==> config.mk <==
export PLATFORM = sky130hd
export DESIGN_NAME = trigger_sequencer_of_verifla
export DESIGN_NICKNAME = d
export VERILOG_FILES = /design/src/rtl/trigger_sequencer_of_verifla_pkg.sv /design/src/rtl/trigger_sequencer_of_verifla_divider.sv /design/src/rtl/trigger_sequencer_of_verifla.sv
export SDC_FILE = /design/constraint.sdc
export NUM_CORES = 1
export LEC_CHECK = 0
export CAP_MARGIN = 0
export CORE_ASPECT_RATIO = 1.4
export CORE_MARGIN = 2
export CORE_UTILIZATION = 35
export DETAILED_ROUTE_END_ITERATION = 8
export GPL_TIMING_DRIVEN = 0
export PLACE_DENSITY = 0.57
export SETUP_SLACK_MARGIN = 0.2
export SLEW_MARGIN = 20
export SYNTH_ARGS = -nofsm -noshare
export SYNTH_HDL_FRONTEND = slang
export SYNTH_SLANG_ARGS = --single-unit
==> constraint.sdc <==
create_clock -name clk -period 13.5 [get_ports clk]
set_clock_uncertainty 0.2 [all_clocks]
set_input_delay 1.35 -clock clk [delete_from_list [all_inputs] [get_ports clk]]
set_output_delay 1.35 -clock clk [all_outputs]
set_load 0.03 [all_outputs]
==> src/rtl/trigger_sequencer_of_verifla_pkg.sv <==
// Shared constants for the VeriFLA trigger sequencer:
// FSM state codes, stage count and the per-stage slice helper.
package trigger_sequencer_of_verifla_pkg;

  localparam int NUM_STAGES = 4;

  localparam logic [1:0] ST_IDLE = 2'd0;
  localparam logic [1:0] ST_RUN  = 2'd1;
  localparam logic [1:0] ST_TRIG = 2'd2;

  // LSB position of stage k inside a packed
  // per-stage bus of w-bit fields.
  function automatic int slice_lo(
    input int k,
    input int w
  );
    return k * w;
  endfunction

endpackage

==> src/rtl/trigger_sequencer_of_verifla_divider.sv <==
// Sample decimator: q is high when div_cnt is 0, then
// the counter reloads to div; load forces div_cnt to 0.
// Ports: clk, rst (async high), load, div -> q.
module sample_divider_of_verifla #(
  parameter int DIV_W = 16
) (
  input  logic             clk,
  input  logic             rst,
  input  logic             load,
  input  logic [DIV_W-1:0] div,
  output logic             q
);

  logic [DIV_W-1:0] r_cnt;

  assign q = (r_cnt == '0);

  always_ff @(posedge clk or posedge rst) begin
    if (rst) begin
      r_cnt <= '0;
    end else if (load) begin
      r_cnt <= '0;
    end else if (q) begin
      r_cnt <= div;
    end else begin
      r_cnt <= r_cnt - 1'b1;
    end
  end

endmodule

==> src/rtl/trigger_sequencer_of_verifla.sv <==
// Multi-stage trigger sequencer + decimator feeding the
// logic-analyzer core (data_in, cqual, exttrig).
// Ports: probe_in, arm/abort pulses, packed per-stage
// cfg_value/cfg_mask/cfg_count, cfg_last, cfg_div;
// outputs data_out, cqual, exttrig, stage, busy.
module trigger_sequencer_of_verifla
  import trigger_sequencer_of_verifla_pkg::*;
#(
  parameter int DATA_W = 8,
  parameter int CNT_W  = 16,
  parameter int DIV_W  = 16
) (
  input  logic                         clk,
  input  logic                         rst,
  input  logic [DATA_W-1:0]            probe_in,
  input  logic                         arm,
  input  logic                         abort,
  input  logic [NUM_STAGES*DATA_W-1:0] cfg_value,
  input  logic [NUM_STAGES*DATA_W-1:0] cfg_mask,
  input  logic [NUM_STAGES*CNT_W-1:0]  cfg_count,
  input  logic [1:0]                   cfg_last,
  input  logic [DIV_W-1:0]             cfg_div,
  output logic [DATA_W-1:0]            data_out,
  output logic                         cqual,
  output logic                         exttrig,
  output logic [1:0]                   stage,
  output logic                         busy
);

  logic [NUM_STAGES*DATA_W-1:0] r_value;
  logic [NUM_STAGES*DATA_W-1:0] r_mask;
  logic [NUM_STAGES*CNT_W-1:0]  r_count;
  logic [1:0]                   r_last;
  logic [DIV_W-1:0]             r_div;

  logic [1:0]        r_state;
  logic [1:0]        r_stage;
  logic [CNT_W-1:0]  r_occ;
  logic [DATA_W-1:0] r_data;
  logic              r_cqual;

  logic              w_load;
  logic              w_q;
  logic              w_hit;
  logic [DATA_W-1:0] w_val;
  logic [DATA_W-1:0] w_msk;
  logic [CNT_W-1:0]  w_cnt;

  // abort wins over a simultaneous arm
  assign w_load = arm & ~abort;

  sample_divider_of_verifla #(
    .DIV_W(DIV_W)
  ) u_div (
    .clk (clk),
    .rst (rst),
    .load(w_load),
    .div (r_div),
    .q   (w_q)
  );

  always_ff @(posedge clk or posedge rst) begin
    if (rst) begin
      r_value <= '0;
      r_mask  <= '0;
      r_count <= '0;
      r_last  <= '0;
      r_div   <= '0;
    end else if (w_load) begin
      r_value <= cfg_value;
      r_mask  <= cfg_mask;
      r_count <= cfg_count;
      r_last  <= cfg_last;
      r_div   <= cfg_div;
    end
  end

  assign w_val =
    r_value[slice_lo(int'(r_stage), DATA_W) +: DATA_W];
  assign w_msk =
    r_mask[slice_lo(int'(r_stage), DATA_W) +: DATA_W];
  assign w_cnt =
    r_count[slice_lo(int'(r_stage), CNT_W) +: CNT_W];

  assign w_hit = (((probe_in ^ w_val) & w_msk) == '0);

  always_ff @(posedge clk or posedge rst) begin
    if (rst) begin
      r_state <= ST_IDLE;
      r_stage <= '0;
      r_occ   <= '0;
    end else if (abort) begin
      r_state <= ST_IDLE;
      r_stage <= '0;
      r_occ   <= '0;
    end else if (arm) begin
      r_state <= ST_RUN;
      r_stage <= '0;
      r_occ   <= '0;
    end else begin
      unique case (1'b1)
        (r_state == ST_RUN): begin
          if (w_q && w_hit) begin
            if (r_occ == w_cnt) begin
              r_occ <= '0;
              if (r_stage == r_last) begin
                r_state <= ST_TRIG;
              end else begin
                r_stage <= r_stage + 1'b1;
              end
            end else begin
              r_occ <= r_occ + 1'b1;
            end
          end
        end
        default: ;
      endcase
    end
  end

  // Data and strobe registered in the same edge as the
  // FSM, so exttrig lines up with its triggering sample.
  always_ff @(posedge clk or posedge rst) begin
    if (rst) begin
      r_data  <= '0;
      r_cqual <= 1'b0;
    end else begin
      r_data  <= probe_in;
      r_cqual <= w_q;
    end
  end

  assign data_out = r_data;
  assign cqual    = r_cqual;
  assign exttrig  = (r_state == ST_TRIG);
  assign busy     = (r_state == ST_RUN);
  assign stage    = r_stage;

endmodule

==> impl_metrics.tcl <==
set metrics [dict create \
    synth_top_cell_by_area "sky130_fd_sc_hd__dfrtp_1" \
    design.final.nets 996 \
    maximum_number_of_pins_on_one_net_before_global_route_repair 101 \
    routed_wirelength_mm 23.1 \
    die-area_um2 26200 \
    synth_warnings 0 \
    synthArstFlopShare 1.00 \
    floorplan.die.height_um 191 \
    cts.clk_slew.worst_paths_ns 0.07 \
    area_growth_pct 31.4 \
    core.rowCount 68 \
    synthSimpleGateAreaFrac 0.0735 \
    number_of_i_o_pins 171 \
    setup-tns-final_ns 0 \
    most_common_flop_cell_mapped_by_yosys "sky130_fd_sc_hd__dfrtp_1" \
    drtPass1Iterations 6 \
    grt_pass1_wl_mm 35.5 \
    finalWeightedCongestion 0.809 \
    syn_avg_cell_area_um2 13.5 \
    final_layout_size_suffix_gt1_frac 0.248 \
    critPathLaunch "probe_in[5]" \
    vdd.ir_drop.worst_mv 0.0869 \
    synth_top_family_by_area "multiplexers" \
    maxCapViolations 0 \
    synth_area_in_adders 0.00430 \
    clock_latency_ns 0.44 \
    postCtsSetupBuffers 0 \
    critical_path.startpoint_type "input pin" \
    period_share 0.314 \
    crit-reg2reg-capture "r_occ[4]" \
    biggest_fanout_along_the_worst_timing_path 10 \
    final_period_minus_worst_setup_slack_ns 4.24 \
    antenna_left 0 \
    relSlewSlack 0.383 \
    synth-compound-area-share 0.0603 \
    die_w_um 137 \
    final-hold-violation-count 0 \
    wp_data_arrival_ns 4.38 \
    r2r-start "stage[1]" \
    r2r_cells 9 \
    termination_of_the_worst_setup_path "r_occ[4]" \
    p_leak_nw 4.51 \
    vias_in_the_first_global_route 6219 \
    global_route.usage.total 0.185 \
    setup_repair_after_global_routing_missed_its_margin "false" \
    wl_per_cell_um 19.8 \
    critPathKind "in2reg" \
    setup-violations-final 0 \
    drt_drc_violations_left 0 \
    cts_resized 0 \
    ys_seq_area_frac 0.548 \
    vias 5813 \
    ys_top_cells_by_area "sky130_fd_sc_hd__dfrtp_1 55%, sky130_fd_sc_hd__mux2_2 19%, sky130_fd_sc_hd__mux4_2 4.1%" \
    cts-root-buf "sky130_fd_sc_hd__clkbuf_16" \
    cts_hold_buf 0 \
    power.density_nw_per_um2 134 \
    fmax_mhz 236 \
    worst_setup_path_end_kind "flip-flop" \
    route.detailed.vias_per_inst 4.99 \
    reg2reg_setup_slack_ns 9.92 \
    port_buf_inserts 169 \
    post-route-cell-area_um2 11500 \
    timing.hold.worst.class "reg2reg" \
    muxShareOfSynthArea 0.240 \
    slew_violations 0 \
    post-dp-hpwl_mm 17.1 \
    postPlaceCellArea_um2 10800 \
    drt_first_iter_violations 269 \
    synth_xor_area_frac 0.0572 \
    cts-root-to-sink-buffers 2 \
    edff_count_synth 0 \
    run_status "finished clean" \
    start_util 0.355 \
    tritoncts_buffer_count 17 \
    number_of_antenna_violations_at_the_first_check_in_global_routing 2 \
    cts_tree "done" \
    timing.critical_path.required_ns 13.64 \
    syn_inst 646 \
    fraction_of_post_synthesis_cell_area_in_the_top_cell_type_by_area 0.548 \
    netlist-cell-type-count 50 \
    clock_tree.htree_level_count 4 \
    design.core.area_um2 24600 \
    tightest_pin_transition_ns 0.925 \
    cts_sinks 191 \
    syn-num-nets 807 \
    yosys_register_bits 191 \
    netlist_area_um2 8730 \
    grt-ovfl-total 0 \
]
==> cell usage in the layout (no fill, tap or decap), types with 4 or more instances in the layout <==
cell / instances
sky130_fd_sc_hd__dfrtp_1: 191
sky130_fd_sc_hd__clkdlybuf4s50_1: 169
sky130_fd_sc_hd__mux2_2: 148
sky130_fd_sc_hd__nor2_1: 31
sky130_fd_sc_hd__xnor2_1: 29
sky130_fd_sc_hd__xor2_1: 28
sky130_fd_sc_hd__clkbuf_1: 27
sky130_fd_sc_hd__nand2_1: 18
sky130_fd_sc_hd__clkbuf_16: 17
sky130_fd_sc_hd__mux4_2: 16
sky130_fd_sc_hd__a32oi_1: 14
sky130_fd_sc_hd__a211oi_1: 13
sky130_fd_sc_hd__nand4_1: 11
sky130_fd_sc_hd__and2_1: 11
sky130_fd_sc_hd__nand3_1: 10
sky130_fd_sc_hd__o31ai_1: 10
sky130_fd_sc_hd__o21ai_0: 8
sky130_fd_sc_hd__nor3_1: 7
sky130_fd_sc_hd__mux2i_1: 7
sky130_fd_sc_hd__a222oi_1: 6
sky130_fd_sc_hd__inv_1: 5
sky130_fd_sc_hd__nor4_1: 5
sky130_fd_sc_hd__nor2b_1: 4
sky130_fd_sc_hd__nand2b_1: 4
==> worst min-delay path by stage <==
stage | startpoint | end | slack, ns | cells past startpoint
final | r_count[32] | r_count[32] | 0.30 | 1
after global routing | r_count[35] | r_count[35] | 0.32 | 1
after CTS | r_count[35] | r_count[35] | 0.31 | 1
after detailed placement | r_count[45] | r_count[45] | 0.29 | 1
after global placement | r_count[52] | r_count[52] | 0.28 | 1
after floorplan | u_div.r_cnt[0] | u_div.r_cnt[0] | 0.27 | 1
==> sequential cells by signal, indices dropped and copies added (netlist names) <==
name,cells
r_state,2
r_value,32
cqual,1
data_out,8
r_div,16
r_occ,16
r_count,64
stage,2
r_mask,32
r_last,2
u_div.r_cnt,16
==> per-layer routing <==
metal | up-vias | wire length (um) | share of wire | GRT usage
li1 | 2755 | - | - | -
met1 | 2905 | 8950 | 0.39 | 0.211
met2 | 134 | 12600 | 0.55 | 0.330
met3 | 19 | 1230 | 0.053 | 0.0473
met4 | 0 | 326 | 0.014 | 0.0642
met5 | - | 0 | 0 | 0
==> cell type report <==
type | count | area (um^2)
diodes | 2 | 5.00
well taps | 315 | 394
flip-flops and latches | 191 | 4780
inverters | 6 | 30.0
multi-input cells | 418 | 3800
fillers | 2261 | 13100
repair buffers | 170 | 1720
plain buffers | 31 | 124
clock buffers | 20 | 457
clock inverters | 12 | 155
==> through the flow <==
step | setup WS (ns) | hold WS [ns] | total power [mW] | cells | util
3_3_place_gp | 3.74 | 0.284 | 1.02 | 1130 | 0.440
6_report | 9.26 | 0.303 | 1.54 | 1165 | 0.466
5_1_grt | 9.14 | 0.321 | 1.62 | 1165 | 0.466
4_1_cts | 9.25 | 0.307 | 1.56 | 1163 | 0.466
3_5_place_dp | 8.78 | 0.291 | 1.03 | 1131 | 0.441
2_1_floorplan | 6.75 | 0.271 | 0.910 | 646 | -
==> worst max-delay path: stages <==
cell and delay, ns:
sky130_fd_sc_hd__clkdlybuf4s50_1 0.62, sky130_fd_sc_hd__xor2_1 0.24, sky130_fd_sc_hd__a222oi_1 0.49, sky130_fd_sc_hd__a22oi_1 0.16, sky130_fd_sc_hd__o211ai_1 0.36, sky130_fd_sc_hd__nand4_2 0.31
sky130_fd_sc_hd__nand2b_1 0.33, sky130_fd_sc_hd__buf_2 0.24, sky130_fd_sc_hd__o31ai_1 0.26
==> cells in the mapped netlist (all sizes together) (2+ instances only) <==
cell type / number
mux4: 16
nor4: 7
a22oi: 2
or2: 4
inv: 6
ha: 3
nand2b: 4
nor2b: 4
xnor2: 29
a21oi: 3
a211oi: 13
a222oi: 6
nor3b: 2
clkbuf: 26
o21ai: 8
xor2: 28
or3: 2
dfrtp: 191
mux2i: 7
a32oi: 14
a31oi: 3
nand3: 11
nor2: 31
and2: 11
nand2: 18
buf: 5
mux2: 148
nand4: 12
and3: 3
o31ai: 10
nor3: 7
==> where the power goes <==
part / total (mW) / internal, mW / switching (mW)
Sequential: 0.712 / 0.658 / 0.0545
Clock: 0.528 / 0.303 / 0.226
Combinational: 0.299 / 0.169 / 0.130
Total: 1.54 / 1.13 / 0.410
==> cell families after synthesis <==
group,after synthesis
xor+xnor,57
flops,191
fa+ha+maj,3
simple gates,119
buf+inv,37
compound gates,68
mux,171
No activity file was read; power rests on OpenSTA's default activity.
